`config.mk`:
```
export PLATFORM = sky130hd
export DESIGN_NAME = pc_sequencer
export DESIGN_NICKNAME = d
export VERILOG_FILES = /design/src/rtl/pc_sequencer.sv
export SDC_FILE = /design/constraint.sdc
export NUM_CORES = 1
export LEC_CHECK = 0
export CAP_MARGIN = 0
export CORE_ASPECT_RATIO = 0.8
export CORE_MARGIN = 2
export CORE_UTILIZATION = 35
export CTS_BUF_LIST = sky130_fd_sc_hd__clkbuf_16
export DETAILED_ROUTE_END_ITERATION = 10
export GPL_ROUTABILITY_DRIVEN = 0
export PLACE_DENSITY_LB_ADDON = 0.3
export SYNTH_ARGS = -nofsm -noshare
export SYNTH_HDL_FRONTEND = slang
export SYNTH_SLANG_ARGS = --single-unit
```
`constraint.sdc`:
```
create_clock -name clk -period 2.2 [get_ports clk]
set_input_delay 0.44 -clock clk [delete_from_list [all_inputs] [get_ports clk]]
set_output_delay 0.44 -clock clk [all_outputs]
set_load 0.005 [all_outputs]
```
`src/rtl/pc_sequencer.sv`:
```
// Program counter owner and instruction-fetch sequencer for the MIPS core.
// Selects next PC (exception > jump > branch > PC+4) and runs a req/ack fetch handshake.
module pc_sequencer #(
    parameter int unsigned       WIDTH      = 32,
    parameter logic [WIDTH-1:0] RESET_PC   = 32'h0000_3000,
    parameter logic [WIDTH-1:0] EXC_VECTOR = 32'h0000_4180
) (
    input  logic             clk,
    input  logic             reset,
    input  logic             stall,
    input  logic             br_taken,
    input  logic [WIDTH-1:0] br_target,
    input  logic             jmp,
    input  logic [WIDTH-1:0] jmp_target,
    input  logic             exc,
    output logic             fetch_req,
    output logic [WIDTH-1:0] fetch_addr,
    input  logic             fetch_ack,
    output logic [WIDTH-1:0] pc_out,
    output logic [WIDTH-1:0] pc4_out,
    output logic             inst_valid,
    output logic             misalign_err
);

    typedef enum logic [1:0] {StBoot, StFetch, StIssue, StError} state_e;

    state_e           state_q, state_d;
    logic [WIDTH-1:0] pc_q, pc_d;
    logic             exc_pend_q, exc_pend_d;
    logic [WIDTH-1:0] redirect_target;
    logic             redirect;

    always_ff @(posedge clk) begin
        if (reset) begin
            state_q    <= StBoot;
            pc_q       <= RESET_PC;
            exc_pend_q <= 1'b0;
        end else begin
            state_q    <= state_d;
            pc_q       <= pc_d;
            exc_pend_q <= exc_pend_d;
        end
    end

    assign pc4_out         = pc_q + WIDTH'(4);
    assign redirect        = jmp | br_taken;
    assign redirect_target = jmp ? jmp_target : br_target;

    always_comb begin
        state_d    = state_q;
        pc_d       = pc_q;
        exc_pend_d = exc_pend_q;
        unique case (state_q)
            StBoot: begin
                state_d = StFetch;
                if (exc) begin
                    pc_d = EXC_VECTOR;
                end
            end
            StFetch: begin
                // Address must stay stable until ack; an exception is deferred until then.
                if (fetch_ack) begin
                    if (exc || exc_pend_q) begin
                        pc_d       = EXC_VECTOR;
                        exc_pend_d = 1'b0;
                    end else begin
                        state_d = StIssue;
                    end
                end else if (exc) begin
                    exc_pend_d = 1'b1;
                end
            end
            StIssue: begin
                if (exc) begin
                    pc_d    = EXC_VECTOR;
                    state_d = StFetch;
                end else if (!stall) begin
                    if (redirect) begin
                        pc_d    = redirect_target;
                        state_d = (redirect_target[1:0] != 2'b00) ? StError : StFetch;
                    end else begin
                        pc_d    = pc4_out;
                        state_d = StFetch;
                    end
                end
            end
            StError: begin
                state_d = StError;
            end
            default: begin
                state_d = StBoot;
            end
        endcase
    end

    assign pc_out       = pc_q;
    assign fetch_addr   = pc_q;
    assign fetch_req    = (state_q == StFetch);
    assign inst_valid   = (state_q == StIssue);
    assign misalign_err = (state_q == StError);

endmodule

```
==> impl_metrics.csv <==
group,metric,value,unit
clocking,clock-sinks,35,
placement,place_hpwl,9810,microns
logic_synthesis,synthCells,375,
timing,tightest_slew,0.633,ns
detailed_routing,remaining_drc_errors,0,
logic_synthesis,synth_flop_cell,"dfxtp_1",
logic_synthesis,synthArstFlopShare,0,
detailed_routing,num_vias,4464,
final_layout,area.growth.synth_to_final,105,%
global_routing,grt_use_total,0.306,
worst_setup_path,crit_required,1.76,ns
logic_synthesis,ys_ff_latch,35,
final_layout,n_antenna_cell,0,
timing,rsz0062_at_grt,"true",
timing,hold_violations,0,
die,fp.dieH,85.1,microns
timing,drv_slew,0,
worst_setup_path,cp_max_fo,6,
logic_synthesis,avgSynthCellArea,7.66,sq um
timing,worst_slack,-0.274,ns
detailed_routing,dr_wl_met2,7090,microns
die,rows,29,
pwr,p_leak,2.67,nW
final_layout,design_area,5880,sq um
detailed_routing,wl_met3,1810,microns
final_layout,nNetsFinal,708,
worst_hold_path,hold_class,"flop to flop",
logic_synthesis,synth.net_count,447,
placement,place_area,5150,sq um
status,status,"finished with violations",
global_routing,grt_pass1_wl,21500,microns
detailed_routing,dr.pass1.iters,5,
worst_setup_path,cp_data_arrival_time,2.03,ns
pwr,vdd_drop_max,0.418,mV
global_routing,gr-total-overflow,0,
placement,dp_cells,699,
clocking,htreeDepth,2,
die,die_area,8960,sq um
worst_setup_path,critPathLaunchType,"flop",
clocking,cts_tree,"done",
timing,clock-skew-final,0.00714,ns
logic_synthesis,synth_area,2870,sq um
logic_synthesis,synth_edf_count,0,
final_layout,drive_gt1_frac,0.369,
status,violations,"negative setup slack",
logic_synthesis,ys_warn_count,0,
worst_setup_path,end_kind,"output port",
detailed_routing,top_layer,"met5",
worst_setup_path,crit_type,"flop to output port",
final_layout,stdcell_count,745,
placement,io_buffers,169,
clocking,cts_root_buf,"clkbuf_16",
timing,final.period_utilization,1.12,
timing,slew_headroom,0.572,
die,core,7950,sq um
detailed_routing,drtAntennaViolNets,0,
die,die_w,105,microns
detailed_routing,wl_met1,5910,microns
logic_synthesis,synth.yosys.seq_area_share,0.244,
timing,fmax,0.404,GHz
global_routing,antenna_found_initial,1,
job,cap_viol_max_count,0,
clocking,clockBufferDepth,2,
detailed_routing,drt_iter0_drc,519,
global_routing,grt_pass1_vias,4144,
logic_synthesis,synth_cell_types,56,
clocking,insertion_delay,0.28,ns
timing,fin_tns_setup,-3.18,ns
clocking,postCtsHoldBufs,0,
clocking,clk_pin_slew_worst_paths,0.06,ns
global_routing,grt_start_max_net_pins,17,
die,pin_count,170,
pwr,power_density,319,nW/um^2
detailed_routing,routed_wl,15700,microns
timing,setup_viol,21,
detailed_routing,wl_per_cell,21.1,microns
die,initial_utilization,0.362,
clocking,cts_buffers,5,
final_layout,fillers,492,
timing,final.min_clock_period,2.47,ns
detailed_routing,viasPerCell,5.99,
==> per-stage QoR <==
step,hold WS [ns],power (mW),utilization,worst slack [ns]
6_report,0.533,1.88,0.741,-0.274
5_1_grt,0.559,1.93,0.741,-0.327
4_1_cts,0.531,1.82,0.725,-0.209
3_5_place_dp,0.517,1.16,0.648,-0.477
3_3_place_gp,0.503,1.16,0.648,-0.355
2_1_floorplan,0.488,0.852,-,0.0304
==> Yosys cell counts (7+ instances only) <==
cell type	count	area, sq um
xor2_1	11	96.3
a22oi_1	15	113
dfxtp_1	35	701
o2bb2ai_1	8	70.1
inv_1	11	41.3
clkbuf_1	18	67.6
xnor2_1	17	149
nand3_1	8	40.0
nand2_1	25	93.8
o22ai_1	8	50.1
buf_4	34	255
nor2_1	33	124
and2_1	7	43.8
and3_1	7	43.8
o21ai_0	14	70.1
a21oi_1	22	110
==> sequential cells by signal (all words and copies together) (netlist names) <==
register	count
state_q	2
fetch_addr	32
exc_pend_q	1
==> critical path: stages, from the launching register on <==
cell and delay (ns):
dfxtp_1 0.41, and2_1 0.24, nand4_4 0.23, buf_6 0.19, buf_6 0.11, nor3_4 0.22, xor2_2 0.19, buf_2 0.15
==> where the power goes <==
part / total (mW) / switching [mW] / internal [mW] / leakage (nW)
logic: 0.524 / 0.226 / 0.298 / 2.31
registers: 0.669 / 0.0197 / 0.649 / 0.291
clock network: 0.683 / 0.275 / 0.408 / 0.0701
==> cells in the final DEF (no fill, tap or decap), types with 7 or more instances in the layout <==
cell | synthesis | layout
a21oi_1 | 22 | 22
a22oi_1 | 15 | 15
o2bb2ai_1 | 8 | 8
o22ai_1 | 8 | 8
buf_2 | 4 | 17
xnor2_2 | 0 | 8
dfxtp_2 | 0 | 13
o21ai_0 | 14 | 14
nand2_1 | 25 | 23
nor2_1 | 33 | 29
inv_1 | 11 | 12
buf_6 | 0 | 15
clkdlybuf4s50_1 | 0 | 141
xor2_1 | 11 | 7
xnor2_1 | 17 | 9
buf_4 | 34 | 126
dfxtp_1 | 35 | 18
==> cell type report <==
class	instances	area, sq um	share of cell area
Timing Repair Buffer	310	2730	0.464
Inverter	11	41.3	0.00702
Sequential cell	35	732	0.124
Multi-Input combinational cell	273	2110	0.359
Tap cell	108	135	0.0230
Clock inverter	3	11.3	0.00191
Clock buffer	5	125	0.0213
==> what timing repair did <==
item / CTS / global route
setup endpoints to repair: 27 / 27
resized for setup: 159 / 24
pin swaps: 37 / 16
setup buffers: 32 / 11
==> path summary, 6_finish.rpt <==
kind | start | endpoint | slack, ns | depth (start not counted)
worst max-delay path | fetch_addr[10] | pc4_out[23] | -0.27 | 7
worst min-delay path | fetch_addr[1] | fetch_addr[1] | 0.53 | 2
worst max register to register | fetch_addr[9] | fetch_addr[28] | -0.06 | 9
worst min register to register | fetch_addr[1] | fetch_addr[1] | 0.53 | 2
==> kinds of logic (layout without fill, tap and decap cells) <==
kind of cell	after synthesis	in the layout	synth area share
AO/OA/AOI/OAI	116	116	0.285
XOR/XNOR	28	28	0.0853
buffers and inverters	67	329	0.134
multiplexers	4	4	0.0144
AND/OR/NAND/NOR	124	124	0.234
adder cells (fa/ha/maj)	1	1	0.00435
flip-flops	35	35	0.244
==> per-layer routing <==
metal	GRT usage	up-vias
met2	0.518	395
met3	0.0684	98
li1	-	1881
met5	0	-
met4	0.104	2
met1	0.385	2088
(Power assumes the default switching activity.)
